### src/rtl/multi_edge_debouncer.sv
// ============================================================================
// Module   : multi_edge_debouncer
// Purpose  : N-channel button/level event detector. Each channel has an input
//            synchronizer, a debounce counter and a stable-level FSM. A
//            per-channel edge mode selects which accepted edges produce a
//            one-cycle tick. Ticks also set sticky pending flags, and irq is
//            the OR of all pending flags.
// Ports    : clk      in   1       system clock, all logic on posedge
//            reset    in   1       synchronous, active-high reset
//            level    in   N_CH    raw asynchronous button/level inputs
//            mode     in   2*N_CH  mode[2i+1:2i]: 00 none, 01 rise, 10 fall, 11 both
//            clear    in   N_CH    per-channel pending clear
//            stable   out  N_CH    debounced level per channel
//            tick     out  N_CH    one-cycle pulse per accepted edge matching mode
//            pending  out  N_CH    sticky event flags
//            irq      out  1       OR of pending, registered with pending
// Revision : 1.0 - initial release
// ============================================================================
`default_nettype none

module multi_edge_debouncer #(
    parameter int N_CH        = 4,
    parameter int DB_CYCLES   = 8,
    parameter int SYNC_STAGES = 2
) (
    input  logic              clk,
    input  logic              reset,
    input  logic [N_CH-1:0]   level,
    input  logic [2*N_CH-1:0] mode,
    input  logic [N_CH-1:0]   clear,
    output logic [N_CH-1:0]   stable,
    output logic [N_CH-1:0]   tick,
    output logic [N_CH-1:0]   pending,
    output logic              irq
);

    localparam int CNT_W = (DB_CYCLES > 1) ? $clog2(DB_CYCLES) : 1;
    localparam logic [CNT_W-1:0] c_CNT_MAX = CNT_W'(DB_CYCLES - 1);

    typedef enum logic [1:0] {
        ST_LOW      = 2'd0,
        ST_LOW_CHK  = 2'd1,
        ST_HIGH     = 2'd2,
        ST_HIGH_CHK = 2'd3
    } state_t;

    logic [N_CH-1:0] w_sync_out;
    logic [N_CH-1:0] w_stable;
    logic [N_CH-1:0] w_tick_next;
    logic [N_CH-1:0] w_pending_next;
    logic [N_CH-1:0] r_tick;
    logic [N_CH-1:0] r_pending;
    logic            r_irq;

    generate
        for (genvar gi = 0; gi < N_CH; gi++) begin : g_ch

            // ---------------- input synchronizer ----------------
            if (SYNC_STAGES == 0) begin : g_nosync
                assign w_sync_out[gi] = level[gi];
            end else begin : g_sync
                // Bit 0 is the newest sample; the MSB is the synchronized output.
                logic [SYNC_STAGES-1:0] r_sync;
                always_ff @(posedge clk) begin
                    if (reset) begin
                        r_sync <= '0;
                    end else begin
                        r_sync <= (r_sync << 1) | SYNC_STAGES'(level[gi]);
                    end
                end
                assign w_sync_out[gi] = r_sync[SYNC_STAGES-1];
            end

            // ---------------- debounce FSM ----------------
            state_t           r_state;
            state_t           w_state_next;
            logic [CNT_W-1:0] r_cnt;
            logic [CNT_W-1:0] w_cnt_next;
            logic             w_s;
            logic             w_rise;
            logic             w_fall;

            assign w_s = w_sync_out[gi];

            always_ff @(posedge clk) begin
                if (reset) begin
                    r_state <= ST_LOW;
                    r_cnt   <= '0;
                end else begin
                    r_state <= w_state_next;
                    r_cnt   <= w_cnt_next;
                end
            end

            // The CHK states count agreeing samples after the first one that
            // differed from the stable level; any sample back at the old level
            // drops the candidate edge without a commit.
            always_comb begin
                w_state_next = r_state;
                w_cnt_next   = r_cnt;
                w_rise       = 1'b0;
                w_fall       = 1'b0;
                case (r_state)
                    ST_LOW: begin
                        if (w_s) begin
                            w_state_next = ST_LOW_CHK;
                            w_cnt_next   = '0;
                        end
                    end
                    ST_LOW_CHK: begin
                        if (!w_s) begin
                            w_state_next = ST_LOW;
                            w_cnt_next   = '0;
                        end else if (r_cnt == c_CNT_MAX) begin
                            w_state_next = ST_HIGH;
                            w_cnt_next   = '0;
                            w_rise       = 1'b1;
                        end else begin
                            w_cnt_next = r_cnt + CNT_W'(1);
                        end
                    end
                    ST_HIGH: begin
                        if (!w_s) begin
                            w_state_next = ST_HIGH_CHK;
                            w_cnt_next   = '0;
                        end
                    end
                    ST_HIGH_CHK: begin
                        if (w_s) begin
                            w_state_next = ST_HIGH;
                            w_cnt_next   = '0;
                        end else if (r_cnt == c_CNT_MAX) begin
                            w_state_next = ST_LOW;
                            w_cnt_next   = '0;
                            w_fall       = 1'b1;
                        end else begin
                            w_cnt_next = r_cnt + CNT_W'(1);
                        end
                    end
                    default: begin
                        w_state_next = ST_LOW;
                        w_cnt_next   = '0;
                    end
                endcase
            end

            // Stable is decoded from the registered state, so it moves on the
            // same edge as the commit that registers the tick.
            assign w_stable[gi]    = (r_state == ST_HIGH) || (r_state == ST_HIGH_CHK);
            // Mode only matters in the cycle a commit happens.
            assign w_tick_next[gi] = (w_rise & mode[2*gi]) | (w_fall & mode[2*gi+1]);
        end
    endgenerate

    // A tick arriving together with a clear wins, so the event is not lost.
    assign w_pending_next = (r_pending & ~clear) | w_tick_next;

    always_ff @(posedge clk) begin
        if (reset) begin
            r_tick    <= '0;
            r_pending <= '0;
            r_irq     <= 1'b0;
        end else begin
            r_tick    <= w_tick_next;
            r_pending <= w_pending_next;
            r_irq     <= |w_pending_next;
        end
    end

    assign stable  = w_stable;
    assign tick    = r_tick;
    assign pending = r_pending;
    assign irq     = r_irq;

endmodule

`default_nettype wire
### config.mk
export PLATFORM = sky130hd
export DESIGN_NAME = multi_edge_debouncer
export DESIGN_NICKNAME = d
export VERILOG_FILES = /design/src/rtl/multi_edge_debouncer.sv
export SDC_FILE = /design/constraint.sdc
export NUM_CORES = 1
export LEC_CHECK = 0
export CELL_PAD_IN_SITES_DETAIL_PLACEMENT = 1
export CELL_PAD_IN_SITES_GLOBAL_PLACEMENT = 2
export CORE_ASPECT_RATIO = 0.6
export CORE_MARGIN = 3
export CORE_UTILIZATION = 33
export CTS_BUF_LIST = sky130_fd_sc_hd__clkbuf_4 sky130_fd_sc_hd__clkbuf_8
export CTS_CLUSTER_SIZE = 24
export DETAILED_ROUTE_END_ITERATION = 10
export PLACE_DENSITY_LB_ADDON = 0.1
export SLEW_MARGIN = 20
export SYNTH_ARGS = -nofsm -noshare
export SYNTH_HDL_FRONTEND = slang
export SYNTH_SLANG_ARGS = --single-unit
export TNS_END_PERCENT = 100
### constraint.sdc
create_clock -name clk -period 3.4 [get_ports clk]
set_input_delay 0.51 -clock clk [delete_from_list [all_inputs] [get_ports clk]]
set_output_delay 0.51 -clock clk [all_outputs]
set_load 0.01 [all_outputs]
==> results of run 1 <==
[power by group]
group          leakage (µW)  internal (µW)  switching, µW
sequential         0.000300            439           4.59
combinational      0.000380           23.7           16.4
clock             0.0000484            150            155
total              0.000728            613            176
[path summary, 6_finish.rpt]
kind | start | to | slack [ns] | cells after the start
worst min register to register | g_ch[3].g_sync.r_sync[0]$_SDFF_PP0_ | g_ch[3].g_sync.r_sync[1]$_SDFF_PP0_ | 0.45 | 1
worst max-delay path | register | stable[1] | 1.58 | 1
worst max register to register | g_ch[1].r_cnt[0]$_SDFFE_PP0P_ | irq$_SDFF_PP0_ | 1.95 | 6
worst min-delay path | g_ch[3].g_sync.r_sync[0]$_SDFF_PP0_ | g_ch[3].g_sync.r_sync[1]$_SDFF_PP0_ | 0.45 | 1
[layout make-up]
class                           instances  share of cell area (%)
Inverter                                4                   0.808
Timing Repair Buffer                   31                    16.6
Clock inverter                          2                   0.539
Sequential cell                        37                    39.9
Clock buffer                            6                    4.11
Tap cell                               57                    3.84
Multi-Input combinational cell        107                    34.3
[through the flow]
stage,cells,hold WS (ns)
floorplan,156,0.414
global placement,236,0.422
detailed placement,236,0.437
CTS,244,0.454
global route,244,0.458
finish,244,0.448
[cells in the mapped netlist, drive strengths merged]
cell type	instances	area [µm²]
and2	3	18.8
nor2	26	97.6
ha	8	100
nand2	14	52.6
nor3b	1	7.51
buf	4	16.3
clkbuf	3	11.3
a41oi	1	8.76
nor2b	12	75.1
xor2	4	42.6
a22oi	9	67.6
a21oi	14	70.1
dlygate4sd1	1	8.76
nand3b	8	60.1
inv	4	15.0
a31oi	1	6.26
nand3	6	30.0
dfxtp	37	741
[kinds of logic after synthesis]
| kind of cell | synth area share (%) |
|---|---|
| AND/OR/NAND/NOR | 23.9 |
| flip-flops | 51.8 |
| AO/OA/AOI/OAI | 10.7 |
| buffers and inverters | 3.59 |
| adder cells (fa/ha/maj) | 7.01 |
| XOR/XNOR | 2.98 |
[routing by layer]
layer  wire (µm)  up-vias  track usage (%)  part of all wire (%)
met4          37        0             3.86                   1.2
met1        1590      499             17.3                    51
met3         206        7             6.46                   6.6
li1            -      580                -                     -
met2        1270       26             20.2                    41
met5           0        -                0                     0
==> results.toml, run 1 <==
[synthesis]
synth_nets = 182
synthCells = 156
avgSynthCellArea_um2 = 9.16
synth_cell_types = 20
ys_seq_area_share_pct = 51.8
yosysWarnings = 0
synth_seq_cells = 37
syn_area_um2 = 1430

[layout]
multi_input_comb_area_um2 = 637
drive_gt1_share_pct = 5.35
fillers = 446
final_core_utilization_pct = 47.5
finalNetCount = 212
layout_common_cells = "37 x dfxtp_1, 30 x clkdlybuf4s50_1, 26 x nor2_1"
fin_area_um2 = 1860
syn_to_final_growth_pct = 30.0
n_antenna_cell = 0
layout_commonest_cell = "dfxtp_1"
layout.area.seq_um2 = 741

[die]
dieArea_um2 = 5180
io-pin-count = 31
coreArea_um2 = 3910
die_w_um = 91.0
die_y_um = 57.0
initial_core_util_pct = 36.5
rows = 17

[power]
pwr_density_cell_nw_per_um2 = 425
power.total_uw = 789
ir_worst_vdd_v = 0.000168
p_leak_uw = 0.000728

[timing]
setup_viol = 0
tns_ns = 0
fin_crit_sh_pct = 53.5
slew_headroom_pct = 75.1
tightest_slew_ns = 0.373
max_freq_mhz = 549
maxSlewViolCount = 0
skew_ns = 0.00227
fin_crit_ns = 1.82
finalHoldViolations = 0
rsz0062_at_grt = "false"
fin_ws_ns = 1.58

[clocking]
clk_pin_slew_ns = 0.07
holdBufCountCts = 0
cts_setup_buffers = 0
clk_path_buf_depth = 2
cts.sinks = 37
ctsResizeCount = 0
cts_root_buf = "clkbuf_8"
cts_buffers = 5
cts_max_level = 2
clk_latency_ns = 0.29
cts_tree = "yes"

[critical_path]
crit_chain = "clkdlybuf4s50_1"
path_delay_family = "buffers and inverters"
worstSetupPathType = "register to output port"
crit_required_ns = 2.89
worstPathArrival_ns = 1.31
crit_buf_inv = 1
endpoint_kind = "output port"
slowest_delay_ns = 0.58
slowest_stage = "clkdlybuf4s50_1"
startpoint_type = "register"
path_max_fanout = 5

[global_route]
grt_max_degree = 38
antenna_found_initial = 0
grt_usage_pct = 13.5
grt-ovfl-total = 0
grt_pass1_vias = 1190
grt_pass1_wl_um = 5590

[drt]
drt-initial-drc-count = 25
wl_um = 3110
first_pass_iters = 4
drc = 0
via_count = 1112
viasPerCell = 4.56
routedWlPerCell_um = 12.7
antenna_left = 0

[placement]
gp_congestion = 0.691
hpwlAfterDp_um = 2290
place_ws_ns = 1.74
io_buffers = 30
placedInstanceArea_um2 = 1770

[run_status]
status = "finished, final reports clean"

[min_path]
min_path_type = "register to register"

[run]
max-cap-violations = 0
Power figures use the tool's default switching activity.
==> inputs of run 2 (changes only) <==
--- a/config.mk
+++ b/config.mk
@@ -9,7 +9,7 @@
 export CELL_PAD_IN_SITES_GLOBAL_PLACEMENT = 2
 export CORE_ASPECT_RATIO = 0.6
 export CORE_MARGIN = 3
-export CORE_UTILIZATION = 33
+export CORE_UTILIZATION = 28
 export CTS_BUF_LIST = sky130_fd_sc_hd__clkbuf_4 sky130_fd_sc_hd__clkbuf_8
 export CTS_CLUSTER_SIZE = 24
 export DETAILED_ROUTE_END_ITERATION = 10
==> constraint.sdc (replaced) <==
create_clock -name clk -period 1.5 [get_ports clk]
set_input_delay 0.225 -clock clk [delete_from_list [all_inputs] [get_ports clk]]
set_output_delay 0.225 -clock clk [all_outputs]
set_load 0.01 [all_outputs]
==> run 2 against run 1 <==
  * Via count grew 1.1%
  * Register-to-register slack got worse by 1.9 ns
  * Sequential share of layout area is 1.6 points lower
  * Routed wire length grew 5.2%
  * First-iteration DRC count up 32%
  * Cell area grew 4.7%
  * Utilization shrank 6.6 points
  * Clock power grew to 2.9 times the previous value
  * Worst setup slack got worse by 1.5 ns
==> results.toml, run 2 (same netlist as run 1, synthesis figures left out) <==
[power]
p_leak_uw = 0.000771
ir_worst_vdd_v = 0.000414
power.total_uw = 2000
pwr_density_cell_nw_per_um2 = 1030

[layout]
syn_to_final_growth_pct = 36.2
layout_commonest_cell = "dfxtp_1"
layout_common_cells = "34 x dfxtp_1, 28 x clkdlybuf4s50_1, 26 x nor2_1"
n_antenna_cell = 0
layout.area.seq_um2 = 744
fillers = 545
drive_gt1_share_pct = 10.6
finalNetCount = 213
fin_area_um2 = 1950
multi_input_comb_area_um2 = 658

[placement]
gp_congestion = 0.676
hpwlAfterDp_um = 2490
io_buffers = 30
placedInstanceArea_um2 = 1800

[critical_path]
path_delay_family = "buffers and inverters"
endpoint_kind = "output port"
crit_buf_inv = 1
crit_required_ns = 1.27
slowest_delay_ns = 0.55
crit_chain = "clkdlybuf4s50_1"
path_max_fanout = 5
worstSetupPathType = "register to output port"
startpoint_type = "register"
worstPathArrival_ns = 1.23
slowest_stage = "clkdlybuf4s50_1"

[clocking]
cts_max_level = 2
cts_setup_buffers = 0
cts.sinks = 37
cts_buffers = 5
clk_path_buf_depth = 2
cts_root_buf = "clkbuf_8"
cts_tree = "yes"
clk_pin_slew_ns = 0.08
clk_latency_ns = 0.29

[die]
dieArea_um2 = 6020
coreArea_um2 = 4750
die_w_um = 98.2
io-pin-count = 31
die_y_um = 61.3
initial_core_util_pct = 30.1
rows = 19

[timing]
tns_ns = 0
setup_viol = 0
tightest_slew_ns = 0.272
finalHoldViolations = 0
maxSlewViolCount = 0
fin_crit_ns = 1.45
skew_ns = 0.0102
rsz0062_at_grt = "true"
max_freq_mhz = 689
slew_headroom_pct = 81.8
fin_crit_sh_pct = 96.8
fin_hold_ws_ns = 0.433

[run]
max-cap-violations = 0

[drt]
viasPerCell = 4.48
drc = 0
routedWlPerCell_um = 13.0
wl_um = 3270
via_count = 1124
first_pass_iters = 4
antenna_left = 0
drt-initial-drc-count = 33

[global_route]
grt-ovfl-total = 0
grt_usage_pct = 11.8
grt_pass1_vias = 1169
grt_pass1_wl_um = 5500
grt_max_degree = 38
antenna_found_initial = 0

[run_status]
status = "finished, final reports clean"

[min_path]
min_path_type = "register to register"
==> run 2: what timing repair did <==
action / in CTS / in global routing
resized for setup: 3 / 8
hold endpoints to repair: 0 / 0
hold buffers: 0 / 0
endpoints found under the setup margin: 3 / 2
cloned: 0 / 0
==> run 2: per-layer routing <==
layer  vias up  global-route usage (%)  part of all wire, %
met5         -                       0                    0
li1        580                       -                    -
met2        23                    18.4                   42
met3         5                    5.20                  6.1
met1       516                    14.8                   51
met4         0                    4.67                  1.3
==> run 2: path summary, 6_finish.rpt <==
| check | slack, ns | end | cells past startpoint | from |
|---|---|---|---|---|
| worst max-delay path | 0.05 | stable[1] | 1 | register |
| worst min-delay path | 0.43 | g_ch[0].g_sync.r_sync[1]$_SDFF_PP0_ | 1 | g_ch[0].g_sync.r_sync[0]$_SDFF_PP0_ |
| worst max register to register | 0.08 | irq$_SDFF_PP0_ | 6 | g_ch[3].r_cnt[0]$_SDFFE_PP0P_ |
| worst min register to register | 0.43 | g_ch[0].g_sync.r_sync[1]$_SDFF_PP0_ | 1 | g_ch[0].g_sync.r_sync[0]$_SDFF_PP0_ |
==> run 2: final cells by class <==
type | count | area share [%]
inverter | 4 | 0.772
clock inverter | 2 | 1.93
clock buffer | 6 | 4.24
sequential | 37 | 38.3
tap | 63 | 4.05
timing repair buffer | 32 | 16.9
multi-input combinational | 107 | 33.8
==> run 2: where the power goes <==
part	internal [µW]	switching, µW
clock	541	357
sequential	995	10.8
combinational	57.3	38.7
==> run 2: stage by stage <==
step | setup WS (ns) | util (%) | cells
finish | 0.0486 | 40.9 | 251
global route | -0.00754 | 40.9 | 251
CTS | 0.000483 | 40.4 | 251
detailed placement | 0.0496 | 37.8 | 243
global placement | 0.0799 | 37.8 | 243
floorplan | 0.276 | - | 156
==> inputs of run 3 (changes only) <==
--- a/config.mk
+++ b/config.mk
@@ -7,7 +7,6 @@
 export LEC_CHECK = 0
 export CELL_PAD_IN_SITES_DETAIL_PLACEMENT = 1
 export CELL_PAD_IN_SITES_GLOBAL_PLACEMENT = 2
-export CORE_ASPECT_RATIO = 0.6
 export CORE_MARGIN = 3
 export CORE_UTILIZATION = 28
 export CTS_BUF_LIST = sky130_fd_sc_hd__clkbuf_4 sky130_fd_sc_hd__clkbuf_8
==> run 3 against run 2 <==
  * Largest power group unchanged
  * Cell area fell by 1.7%
  * Non-clock buffer count did not move
  * Sequential power barely moved
  * First-iteration DRC count rose by 52%
  * Clock-buffer cell count rose by 2
  * Die area fell by 0.47%
==> results.toml, run 3 (same netlist as run 1, synthesis figures left out) <==
[drt]
via_count = 1137
wl_um = 3070
routedWlPerCell_um = 12.0
first_pass_iters = 2
drc = 0
antenna_left = 0
drt-initial-drc-count = 50
viasPerCell = 4.46

[clocking]
clk_latency_ns = 0.29
cts_setup_buffers = 0
cts.sinks = 37
clk_path_buf_depth = 2
cts_root_buf = "clkbuf_8"
cts_buffers = 5
cts_max_level = 2
cts_tree = "yes"
clk_pin_slew_ns = 0.07

[power]
p_leak_uw = 0.000744
pwr_density_cell_nw_per_um2 = 957
ir_worst_vdd_v = 0.000333

[timing]
tightest_slew_ns = 0.291
finalHoldViolations = 0
maxSlewViolCount = 0
fin_crit_sh_pct = 96.6
max_freq_mhz = 690
setup_viol = 0
skew_ns = 0.00579
rsz0062_at_grt = "false"
fin_crit_ns = 1.45
fin_hold_ws_ns = 0.438
slew_headroom_pct = 80.6
tns_ns = 0

[layout]
fin_area_um2 = 1910
layout_common_cells = "34 x dfxtp_1, 29 x clkdlybuf4s50_1, 26 x nor2_1"
fillers = 578
finalNetCount = 213
n_antenna_cell = 0
drive_gt1_share_pct = 11.2
final_core_utilization_pct = 39.7
layout_commonest_cell = "dfxtp_1"
final_cells = 255
syn_to_final_growth_pct = 33.8

[critical_path]
path_delay_family = "buffers and inverters"
path_max_fanout = 5
startpoint_type = "register"
rrSetupSlack_ns = 0.13
crit_buf_inv = 1
slowest_stage = "clkdlybuf4s50_1"
worstPathArrival_ns = 1.22
crit_chain = "clkdlybuf4s50_1"
r2r_start = "g_ch[1].r_cnt[0]$_SDFFE_PP0P_"
worstSetupPathType = "register to output port"
crit_required_ns = 1.27
endpoint_kind = "output port"
slowest_delay_ns = 0.55

[global_route]
grt_usage_pct = 11.2
antenna_found_initial = 0
grt_pass1_vias = 1138
grt-ovfl-total = 0
grt_max_degree = 21
grt_pass1_wl_um = 5320

[run_status]
status = "finished, final reports clean"

[die]
coreArea_um2 = 4820
die_w_um = 77.4
dieArea_um2 = 6000
io-pin-count = 31
initial_core_util_pct = 29.7
die_y_um = 77.4
rows = 25

[placement]
placedInstanceArea_um2 = 1790
gp_congestion = 0.724
io_buffers = 30
dp.cells = 247
hpwlAfterDp_um = 2260

[min_path]
hp-start = "g_ch[2].g_sync.r_sync[0]$_SDFF_PP0_"
min_path_type = "register to register"

[run]
max-cap-violations = 0
-- run 3: power breakdown --
part | total [µW] | internal, µW | switching, µW | leakage [µW]
Clock | 729 | 385 | 344 | 0.0000498
Sequential | 1010 | 995 | 10.3 | 0.000302
Combinational | 94.5 | 55.4 | 39.1 | 0.000393
Total | 1830 | 1440 | 394 | 0.000744
-- run 3: final timing paths --
kind | endpoint | cells after the start
worst max-delay path | stable[1] | 1
worst min-delay path | g_ch[2].g_sync.r_sync[1]$_SDFF_PP0_ | 1
worst max register to register | irq$_SDFF_PP0_ | 6
worst min register to register | g_ch[2].g_sync.r_sync[1]$_SDFF_PP0_ | 1
-- run 3: what timing repair did --
| item | 4_1_cts | 5_1_grt |
|---|---|---|
| hold buffers | 0 | 0 |
| resized for setup | 4 | 7 |
| pin swaps | 0 | 0 |
| gates cloned | 0 | 0 |
| setup endpoints to repair | 4 | 1 |
-- run 3: metrics by stage --
stage          worst slack [ns]  total power [µW]
2_1_floorplan             0.276              1060
3_3_place_gp             0.0680              1120
3_5_place_dp             0.0850              1120
4_1_cts                  0.0362              1860
5_1_grt                 0.00186              1920
6_report                 0.0513              1830
-- run 3: routing by layer --
layer / vias to the layer above / share of wire, % / track usage, %
met4: 0 / 1.5 / 4.27
met5: - / 0 / 0
li1: 579 / - / -
met2: 25 / 45 / 17.4
met1: 527 / 47 / 13.4
met3: 6 / 6.4 / 5.22
-- run 3: layout make-up --
class / count / area (µm²) / area share, %
Timing Repair Buffer: 32 / 314 / 16.4
Sequential cell: 37 / 744 / 38.9
Multi-Input combinational cell: 107 / 663 / 34.7
Clock buffer: 8 / 91.3 / 4.78
Inverter: 4 / 15.0 / 0.785
Tap cell: 67 / 83.8 / 4.38
